$ cat src/rtl/buffered_router.sv
// Single-input router feeding NUM_PORTS independent first-word-fall-through FIFOs.
// Illegal destinations are consumed, dropped and counted in a saturating error counter.
module buffered_router #(
  parameter int DATA_WIDTH = 32,
  parameter int NUM_PORTS  = 4,
  parameter int FIFO_DEPTH = 4,
  localparam int ADDR_WIDTH = (NUM_PORTS > 2) ? $clog2(NUM_PORTS) : 1
) (
  input  logic                            clk,
  input  logic                            rst,
  input  logic [DATA_WIDTH-1:0]           din,
  input  logic                            din_en,
  input  logic [ADDR_WIDTH-1:0]           addr,
  output logic                            din_ready,
  output logic [NUM_PORTS*DATA_WIDTH-1:0] dout,
  output logic [NUM_PORTS-1:0]            dout_valid,
  input  logic [NUM_PORTS-1:0]            dout_ready,
  output logic [7:0]                      err_cnt
);

  localparam int PTR_W = $clog2(FIFO_DEPTH);
  localparam int CNT_W = PTR_W + 1;

  logic [NUM_PORTS-1:0] addr_dec;
  logic [NUM_PORTS-1:0] full;
  logic [NUM_PORTS-1:0] push;
  logic [NUM_PORTS-1:0] pop;
  logic                 addr_legal;

  // NOTE: every variable written in always_comb gets a default first so no latch is inferred.
  always_comb begin
    addr_dec = '0;
    for (int p = 0; p < NUM_PORTS; p++) begin
      addr_dec[p] = (addr == ADDR_WIDTH'(p));
    end
  end

  // An address that decodes to no port is always accepted so it can be dropped.
  assign addr_legal = |addr_dec;
  assign din_ready  = !addr_legal || !(|(addr_dec & full));

  for (genvar g = 0; g < NUM_PORTS; g++) begin : g_port
    logic [DATA_WIDTH-1:0] mem [FIFO_DEPTH];
    logic [PTR_W-1:0]      wr_ptr;
    logic [PTR_W-1:0]      rd_ptr;
    logic [CNT_W-1:0]      count;

    assign full[g]       = (count == CNT_W'(FIFO_DEPTH));
    assign dout_valid[g] = (count != '0);
    assign push[g]       = din_en && din_ready && addr_dec[g];
    assign pop[g]        = dout_valid[g] && dout_ready[g];

    // Head word is gated by valid, so unreset storage never reaches the port.
    assign dout[g*DATA_WIDTH +: DATA_WIDTH] = dout_valid[g] ? mem[rd_ptr] : '0;

    // NOTE: sequential state uses non-blocking assignments so all registers update together at the edge.
    always_ff @(posedge clk) begin
      if (rst) begin
        wr_ptr <= '0;
        rd_ptr <= '0;
        count  <= '0;
      end else begin
        if (push[g]) wr_ptr <= wr_ptr + 1'b1;
        if (pop[g])  rd_ptr <= rd_ptr + 1'b1;
        if (push[g] && !pop[g]) begin
          count <= count + 1'b1;
        end else if (pop[g] && !push[g]) begin
          count <= count - 1'b1;
        end
      end
    end

    // NOTE: storage is deliberately not reset; occupancy alone decides what is visible.
    always_ff @(posedge clk) begin
      if (push[g] && !rst) mem[wr_ptr] <= din;
    end
  end

  always_ff @(posedge clk) begin
    if (rst) begin
      err_cnt <= '0;
    end else if (din_en && !addr_legal && (err_cnt != 8'hFF)) begin
      err_cnt <= err_cnt + 8'd1;
    end
  end

endmodule

$ cat config.mk
export PLATFORM = sky130hd
export DESIGN_NAME = buffered_router
export DESIGN_NICKNAME = d
export VERILOG_FILES = /design/src/rtl/buffered_router.sv
export SDC_FILE = /design/constraint.sdc
export NUM_CORES = 1
export LEC_CHECK = 0
export CORE_MARGIN = 2
export CORE_UTILIZATION = 32
export DETAILED_ROUTE_END_ITERATION = 7
export MAX_ROUTING_LAYER = met4
export PLACE_DENSITY = 0.58
export REMOVE_ABC_BUFFERS = 1
export SETUP_SLACK_MARGIN = 0.2
export SYNTH_ARGS = -nofsm -noshare
export SYNTH_HDL_FRONTEND = slang
export SYNTH_SLANG_ARGS = --single-unit
$ cat constraint.sdc
create_clock -name clk -period 7.9 [get_ports clk]
set_input_delay 1.58 -clock clk [delete_from_list [all_inputs] [get_ports clk]]
set_output_delay 1.58 -clock clk [all_outputs]
set_load 0.03 [all_outputs]
## Word-level counts from Yosys, hierarchy flattened

Memory sizes are Yosys's and may differ from the RTL's. A register that Yosys moved wholly into a read port is not among the register bits.
Index checks and enable logic that the tools add are counted.

- Register bits after elaboration: 36
- Bits in writable memories: 512
- Input port bits: 41
- Logic and storage cells: 117
- Memories: 4

Memories:

| name | words | bits a word | read ports | clocked after memory_dff | write ports | RTL line | RTL |
|---|---|---|---|---|---|---|---|
| g_port[0].mem | 4 | 32 | 1 | 1 | 1 | 43 | `logic [DATA_WIDTH-1:0] mem [FIFO_DEPTH];` |
| g_port[1].mem | 4 | 32 | 1 | 1 | 1 | 43 |  |
| g_port[2].mem | 4 | 32 | 1 | 1 | 1 | 43 |  |
| g_port[3].mem | 4 | 32 | 1 | 1 | 1 | 43 |  |

- $add $sub $neg: 17
- Eq/ne operators: 8
- Multiplexer cells: 28
- Bitwise operators: 1
- Reductions and logical operators: 46

Operator list:

| cell | number |
|---|---|
| 32-bit two-way mux | 4 |
| 3-bit two-way mux | 8 |
| 1-bit logical AND | 23 |
| 2-bit by 1-bit adder with 2-bit output (second input constant) | 8 |
| 2-bit two-way mux | 8 |
| 3-bit by 1-bit adder with 3-bit output (second input constant) | 4 |
| 3-bit equality test (second input constant) | 4 |
| 3-bit nonzero test | 4 |
| 3-bit by 1-bit subtractor with 3-bit output (second input constant) | 4 |
| 1-bit zero test | 11 |
| 8-bit by 1-bit adder with 8-bit output (second input constant) | 1 |
| 1-bit two-way mux | 8 |
| 8-bit != test (second input constant) | 1 |
| 2-bit nonzero test | 4 |
| 4-bit OR reduction | 2 |
| 4-bit AND | 1 |
| 2-bit equality test (second input constant) | 2 |
| 2-bit by 1-bit equality test with 1-bit output (second input constant) | 1 |
| 2-bit zero test | 1 |
| 1-bit logical OR | 1 |

## Logic depth before layout (Yosys ltp)

Gate-level depths: netlist of the first run.

- Depth in word-level cells: 11
- Gate-level depth with buffers: 9
- Mapped depth without buffers: 9

## Worst setup path before layout of the first run

Ideal clock, no wire load.

- Path type: input port to flip-flop
- Start point: input port addr[0]
- End point: memory g_port[0].mem[3][0], enable pin
- Library setup time: 0.468 ns
- Data arrival time: 4.531 ns
- Setup slack: 2.901 ns
- Cell stages on the path: 3
- Path buffers: 0
- Path through: nand2b_1 -> or3_4 -> nor3b_1

- Word-level cells in the longest chain between the ends: 10
- Elaborated cells between the ends (all ways): 15
- Classes of those cells: eq/ne (3); mux (2); bitwise (1); reduce/logical (9)

Ends and longest elaborated chain:

| element | RTL line | RTL |
|---|---|---|
| start: declaration | 13 | `input logic [ADDR_WIDTH-1:0] addr,` |
| 2-bit by 1-bit equality test with 1-bit output (tied with other cells) | 34 | `addr_dec[p] = (addr == ADDR_WIDTH'(p));` |
| 4-bit AND | 40 | `assign din_ready = !addr_legal \|\| !(\|(addr_dec & full));` |
| 4-bit OR reduction | 40 |  |
| 1-bit zero test | 40 |  |
| 1-bit logical OR | 40 |  |
| 1-bit logical AND | 50 | `assign push[g] = din_en && din_ready && addr_dec[g];` |
| 1-bit logical AND * | 50 |  |
| 1-bit logical AND * | 75 | `if (push[g] && !rst) mem[wr_ptr] <= din;` |
| 1-bit two-way mux * | 75 |  |
| 1-bit two-way mux (not written as such) * | 75 |  |
| end: declaration | 43 |  |

Mark *: on every way between the ends. The rest lies on a longest branch, timed or not.

## Worst setup path in the final report of the first run

- Start point: input port addr[0]
- End point: output port din_ready

- Word-level cells in the longest chain between the ends: 5
- Elaborated cells between the ends (all ways): 10
- Classes of those cells: eq/ne (3); bitwise (1); reduce/logical (6)

Ends and longest elaborated chain:

| element | RTL line | RTL |
|---|---|---|
| 2-bit by 1-bit equality test with 1-bit output (tied with other cells) | 34 |  |
| 4-bit AND | 40 |  |
| 4-bit OR reduction | 40 |  |
| 1-bit zero test | 40 |  |
| 1-bit logical OR * | 40 |  |
| end: declaration | 14 | `output logic din_ready,` |

Marks and branches as above.

==> results of run 1 <==
## placed cells by master (no fill, tap or decap), types with 4 or more instances in the layout
cell type and n:
sky130_fd_sc_hd__mux2i_1 7, sky130_fd_sc_hd__edfxtp_1 512, sky130_fd_sc_hd__buf_4 18, sky130_fd_sc_hd__nand2b_1 7, sky130_fd_sc_hd__nand2_1 6, sky130_fd_sc_hd__and2_2 8, sky130_fd_sc_hd__nor2b_1 131, sky130_fd_sc_hd__a21oi_1 9
sky130_fd_sc_hd__clkbuf_1 11, sky130_fd_sc_hd__nor3b_2 6, sky130_fd_sc_hd__ha_1 20, sky130_fd_sc_hd__fa_1 4, sky130_fd_sc_hd__clkdlybuf4s50_1 180, sky130_fd_sc_hd__clkbuf_16 60, sky130_fd_sc_hd__clkinv_1 12, sky130_fd_sc_hd__and2b_1 6
sky130_fd_sc_hd__xor2_1 12, sky130_fd_sc_hd__mux4_2 128, sky130_fd_sc_hd__inv_1 17, sky130_fd_sc_hd__or3_1 9, sky130_fd_sc_hd__nor2_1 23, sky130_fd_sc_hd__clkinv_2 7, sky130_fd_sc_hd__dfxtp_2 8, sky130_fd_sc_hd__nor3_4 4
sky130_fd_sc_hd__and3_2 4, sky130_fd_sc_hd__o21ai_0 9, sky130_fd_sc_hd__o31ai_1 5, sky130_fd_sc_hd__dfxtp_1 36
## stage by stage
step	utilization, %	area (um2)	instances
after CTS	39.0	26100	2158
after global routing	39.0	26100	2158
after floorplan	-	21200	986
after detailed placement	36.4	24300	2058
after global placement	36.4	24300	2058
final	39.0	26100	2158
## path summary, 6_finish.rpt
check	from	end	slack, ns
setup / recovery	addr[0]	din_ready	2.79
setup reg to reg	g_port[3].count[0]$_SDFFE_PP0P_	g_port[3].mem[2][13]$_DFFE_PP_	5.19
hold reg to reg	err_cnt[5]$_SDFFE_PP0P_	err_cnt[5]$_SDFFE_PP0P_	0.47
hold / removal	err_cnt[5]$_SDFFE_PP0P_	err_cnt[5]$_SDFFE_PP0P_	0.47
## power groups by stage
stage	logic [W]	registers (W)	clock network (W)
after detailed placement	0.00213	0.00348	0
after global placement	0.00211	0.00348	0
after floorplan	0.00116	0.00347	0
final	0.00209	0.00341	0.00259
after global routing	0.00221	0.00343	0.00278
after CTS	0.00213	0.00342	0.00266
## cells by family (layout without fill, tap and decap cells)
logic type / count (synthesis) / after routing / synth area share, %
AO/OA/AOI/OAI: 23 / 23 / 0.592
XOR/XNOR: 12 / 12 / 0.487
adder cells (fa/ha/maj): 24 / 24 / 1.53
buffers and inverters: 64 / 317 / 1.85
flip-flops: 556 / 556 / 75.4
multiplexers: 139 / 139 / 14.0
AND/OR/NAND/NOR: 214 / 214 / 6.19
## layer usage
layer	vias to the layer above	routed length, um	part of all wire [%]	global-route usage, %
met2	241	24500	49	24.1
met4	0	875	1.7	3.24
li1	4517	-	-	-
met3	73	2150	4.3	2.63
met1	5450	22700	45	20.0
met5	-	0	0	-
## state kept, by name, indices dropped and copies added (netlist names), named ones only
signal and count:
err_cnt 8, g_port.count 12, g_port.mem 512, g_port.rd_ptr 8, g_port.wr_ptr 8
## final cells by class
type | count | area [um2] | area share (%)
repair buffers | 199 | 1940 | 7.43
clock buffers | 71 | 1540 | 5.91
flip-flops and latches | 556 | 16300 | 62.3
inverters | 18 | 70.1 | 0.268
well taps | 873 | 1090 | 4.18
clock inverters | 29 | 240 | 0.920
multi-input cells | 412 | 4970 | 19.0
## critical path: cells and delay by family
family	cells	cell delay [ns]
buffers and inverters	3	1.35
multiplexers	1	0.61
==> run summary, run 1 <==
- **Worst-Margin Slew** 1.22 ns
- **Detail Route Antenna Nets** 0
- **wire length of the first global-routing pass** 73600 um
- **CTS Buffer Depth** 3
- **proportion of power drawn by flip-flops and latches** 42.2%
- **maximum level of the CTS H-tree** 2
- **cts bufs inserted** 58
- **Critical Path Max Stage Delay** 0.67 ns
- **Top cell by count, worst path** sky130_fd_sc_hd__clkdlybuf4s50_1
- **number of antenna violations at the first check in global routing** 0
- **Gate Count Post-Synth** 1032
- **chip height** 264 um
- **Comb pwr share** 25.8%
- **total setup violations reported at the end of the flow** 0
- **Worst Setup End Kind** output port
- **Post-Synthesis Mean Instance Area** 20.9 um2
- **horizontal extent of the die** 264 um
- **fill count** 6020
- **portion of total power attributed to the clock network** 32.0%
- **wire length reported by the detailed router** 50200 um
- **Syn Std Cell Area** 21600 um2
- **clock root cell** sky130_fd_sc_hd__clkbuf_16
- **per-cell routed wire length** 23.3 um
- **clock tree from TritonCTS** yes
- **number of endpoints with negative hold slack in the final report** 0
- **largest voltage drop on the vdd net** 0.165 mV
- **fraction of registers with async set/reset** 0%
- **cell with the most instances after synthesis** sky130_fd_sc_hd__edfxtp_1
- **share of post-route cells with drive strength above 1** 20.3%
- **total die area** 69500 um2
- **endpoint arrival time on the critical path** 3.53 ns
- **part of the cycle the worst path needs** 64.7%
- **final antenna diode count** 0
- **clock sink total** 556
- **estimated wirelength of the detail-placed design** 29100 um
- **detail-routed via count per cell** 4.76
- **area fraction of the dominant cell type after synthesis** 71.3%
- **switching fraction of total power** 30.4%
- **Final min period** 5.11 ns
- **share of synthesized area occupied by flip-flops and latches** 75.4%
- **Final Total Pwr** 0.00809 W
- **cell leakage power** 8.14 nW
- **Pwr Density** 310 nW/um2
- **cell-internal power** 0.00563 W
- **RSZ-0062 raised after global routing** no
- **net switching power** 0.00246 W
- **Post-synth EDFFs** 512
- **final hold slack** 0.467 ns
- **IO Port Bufs** 181
- **type of origin of the critical path** input pin
- **final number of max-transition violations** 0
- **worst hold stages** 1
- **total number of yosys warnings** 0
- **total via count after detailed routing** 10281
- **clock latency at the later pin of the worst-skew pair** 0.61 ns
- **pin count of the biggest net entering global routing** 47
- **Worst Skew** 0.0117 ns
- **number of distinct standard cells referenced by the synthesized netlist** 35
- **biggest area contributors in the synthesized netlist** sky130_fd_sc_hd__edfxtp_1 71%, sky130_fd_sc_hd__mux4_2 13%, sky130_fd_sc_hd__dfxtp_1 4.1%
- **slowest cell on the critical path** sky130_fd_sc_hd__clkdlybuf4s50_1
- **first-pass detailed-route iteration total** 5
- **via count of the first global-routing pass** 10941
- **synthesis-stage register bit count** 556
- **CTS Hold Buffers Added** 0
- **critical path required time** 6.32 ns
- **number of buffers inserted by post-CTS setup repair** 0
- **library cell with the largest summed area after synthesis** sky130_fd_sc_hd__edfxtp_1
- **status** completed
- **CP Cell Sequence** clkdlybuf4s50_1 -> mux4_1 -> inv_1 -> clkdlybuf4s50_1
- **number of remaining DRC errors** 0
- **total number of nets in the final design** 1310
- **initial cell density of the core** 32.2%
- **total global routing overflow** 0
- **number of max-capacitance violations reported** 0
- **clock-pin slew of the registers on the worst-case setup and hold paths** 0.06 ns
- **number of cell instances on the worst register-to-register path** 3
- **f_max** 196 MHz
- **category of the most critical setup path** input pin to output port
- **Rel. slew slack** 18.5%
- **total number of placement rows** 95
- **total negative slack for setup checks** 0 ns
- **global router's overall resource usage** 15.0%
- **global placement routability congestion** 0.717
- **maximum fanout encountered on the critical timing path** 8
- **post-cts sizing count** 0
- **leading register cell type out of synthesis** sky130_fd_sc_hd__edfxtp_1
- **worst slack at placement** 2.79 ns
- **top cells by count, synth** 512 x sky130_fd_sc_hd__edfxtp_1, 131 x sky130_fd_sc_hd__nor2b_1, 128 x sky130_fd_sc_hd__mux4_2
- **detailed router's first-iteration violation count** 719
- **synthesis-to-layout area growth** 21.1%
- **Worst Slack Setup Final** 2.79 ns
- **core footprint** 66900 um2
- **top-level I/O count** 182
- **Hold/Removal Path Class** register to register
Power figures use the tool's default switching activity.
==> inputs of run 2 (changes only) <==
PLACE_DENSITY = 0.6   (was 0.58)
clock period = 4.7 ns   (was 7.9 ns; I/O delays follow)
==> run 2 against run 1 <==
Clock power increased by 77%. Final cell count increased by 1.4%. Sequential share of layout area is 0.94 points lower. Critical path type is now register to output port. Final area increased by 1.5%.
==> run summary, run 2 (synthesized netlist as in run 1, its figures left out) <==
- **Pwr Density** 523 nW/um2
- **category of the most critical setup path** register to output port
- **total die area** 69500 um2
- **Reg area** 16300 um2
- **detailed router's first-iteration violation count** 765
- **clock-pin slew of the registers on the worst-case setup and hold paths** 0.07 ns
- **maximum level of the CTS H-tree** 2
- **CTS Buffer Depth** 3
- **RSZ-0062 raised after global routing** no
- **IO Port Bufs** 181
- **total number of placement rows** 95
- **number of buffers inserted by post-CTS setup repair** 0
- **via count of the first global-routing pass** 10995
- **total via count after detailed routing** 10460
- **clock sink total** 556
- **CP Cell Sequence** buf_12 -> mux4_2 -> nor2b_1 -> clkdlybuf4s50_1
- **leading cell type in the layout, fill and taps excluded** sky130_fd_sc_hd__edfxtp_1
- **horizontal extent of the die** 264 um
- **total global routing overflow** 0
- **total number of nets in the final design** 1331
- **global placement routability congestion** 0.696
- **Worst Setup End Kind** output port
- **largest voltage drop on the vdd net** 0.297 mV
- **top-level I/O count** 182
- **post-cts sizing count** 0
- **Hold/Removal Path Class** register to register
- **Rel. slew slack** 42.9%
- **core footprint** 66900 um2
- **pin count of the biggest net entering global routing** 48
- **number of endpoints with negative hold slack in the final report** 0
- **synthesis-to-layout area growth** 23.0%
- **wire length reported by the detailed router** 51600 um
- **status** completed
- **number of flip-flops in the largest register** 512
- **critical path required time** 3.76 ns
- **total negative slack for setup checks** 0 ns
- **f_max** 248 MHz
- **maximum fanout encountered on the critical timing path** 18
- **clock tree from TritonCTS** yes
- **Worst-Margin Slew** 0.854 ns
- **total area of multi-input combinational cells** 4970 um2
- **sum of buffers and inverters on the critical path** 2
- **endpoint arrival time on the critical path** 3.09 ns
- **cell leakage power** 8.33 nW
- **number of remaining DRC errors** 0
- **estimated wirelength of the detail-placed design** 32000 um
- **number of antenna violations at the first check in global routing** 3
- **global router's overall resource usage** 15.4%
- **cell family with the largest share of critical-path delay** buffers and inverters
- **fill count** 5983
- **number of max-capacitance violations reported** 0
- **detail-routed via count per cell** 4.78
- **Detail Route Antenna Nets** 0
- **type of origin of the critical path** register
- **Final min period** 4.03 ns
- **initial cell density of the core** 32.2%
- **Critical Path Max Stage Delay** 0.81 ns
- **per-cell routed wire length** 23.6 um
- **clock root cell** sky130_fd_sc_hd__clkbuf_16
- **Worst Skew** 0.0172 ns
- **first-pass detailed-route iteration total** 5
- **Final Total Pwr** 0.0139 W
- **cts bufs inserted** 58
- **slowest cell on the critical path** sky130_fd_sc_hd__dfxtp_2
- **part of the cycle the worst path needs** 85.7%
- **Design Area, Final** 26500 um2
- **wire length of the first global-routing pass** 75300 um
- **Regs by FF count** g_port.mem: 512 flops, g_port.count: 12 flops
- **total setup violations reported at the end of the flow** 0
- **share of post-route cells with drive strength above 1** 22.0%
- **cell area reported after detailed placement** 24600 um2
- **final number of max-transition violations** 0
- **highest-count cells in the layout ignoring fill and taps** 512 x sky130_fd_sc_hd__edfxtp_1, 180 x sky130_fd_sc_hd__clkdlybuf4s50_1, 131 x sky130_fd_sc_hd__nor2b_1
- **Biggest register** g_port.mem
- **clock latency at the later pin of the worst-skew pair** 0.60 ns
- **CTS Hold Buffers Added** 0
- **chip height** 264 um
-- run 2: cell type report --
cell class | instances | area share, %
inverters | 18 | 0.264
multi-input cells | 412 | 18.7
diodes | 3 | 0.0283
flip-flops and latches | 556 | 61.3
clock inverters | 38 | 1.47
repair buffers | 220 | 8.34
well taps | 873 | 4.12
clock buffers | 69 | 5.71
-- run 2: worst reg2reg max path, stage by stage (launching register included) --
cell and delay (ns):
sky130_fd_sc_hd__dfxtp_1 0.43, sky130_fd_sc_hd__nor3b_1 0.71, sky130_fd_sc_hd__or3_4 0.36, sky130_fd_sc_hd__inv_4 0.07
sky130_fd_sc_hd__ha_1 0.21, sky130_fd_sc_hd__inv_1 0.08, sky130_fd_sc_hd__fa_1 0.18, sky130_fd_sc_hd__xor2_1 0.07
sky130_fd_sc_hd__or3_1 0.30, sky130_fd_sc_hd__a21oi_1 0.14
-- run 2: final timing paths --
kind,start,to,slack (ns),depth (start not counted)
hold reg to reg,err_cnt[0]$_SDFFE_PP0P_,err_cnt[0]$_SDFFE_PP0P_,0.47,1
hold / removal,err_cnt[0]$_SDFFE_PP0P_,err_cnt[0]$_SDFFE_PP0P_,0.47,1
setup / recovery,register,dout[7],0.67,4
setup reg to reg,g_port[0].count[2]$_SDFFE_PP0P_,g_port[0].count[2]$_SDFFE_PP0P_,2.09,9
-- run 2: metrics by stage --
step           hold WS (ns)  std cells  setup slack [ns]  utilization (%)
2_1_floorplan         0.452        986             0.342                -
3_5_place_dp          0.458       2079             0.891             36.8
5_1_grt               0.481       2188             0.499             39.6
6_report              0.469       2189             0.672             39.6
3_3_place_gp          0.453       2079             0.892             36.8
4_1_cts               0.469       2186             0.604             39.6
-- run 2: report_power, final --
part,internal (W),total [W],switching (W)
sequential,0.00551,0.00571,0.000198
clock,0.00269,0.00459,0.00190
combinational,0.00150,0.00357,0.00206
-- run 2: layer usage --
layer / up-vias / wire [um] / GRT usage, %
li1: 4576 / - / -
met1: 5562 / 22300 / 19.4
met2: 264 / 26000 / 25.9
met3: 58 / 2390 / 2.95
met4: 0 / 856 / 3.43
met5: - / 0 / -
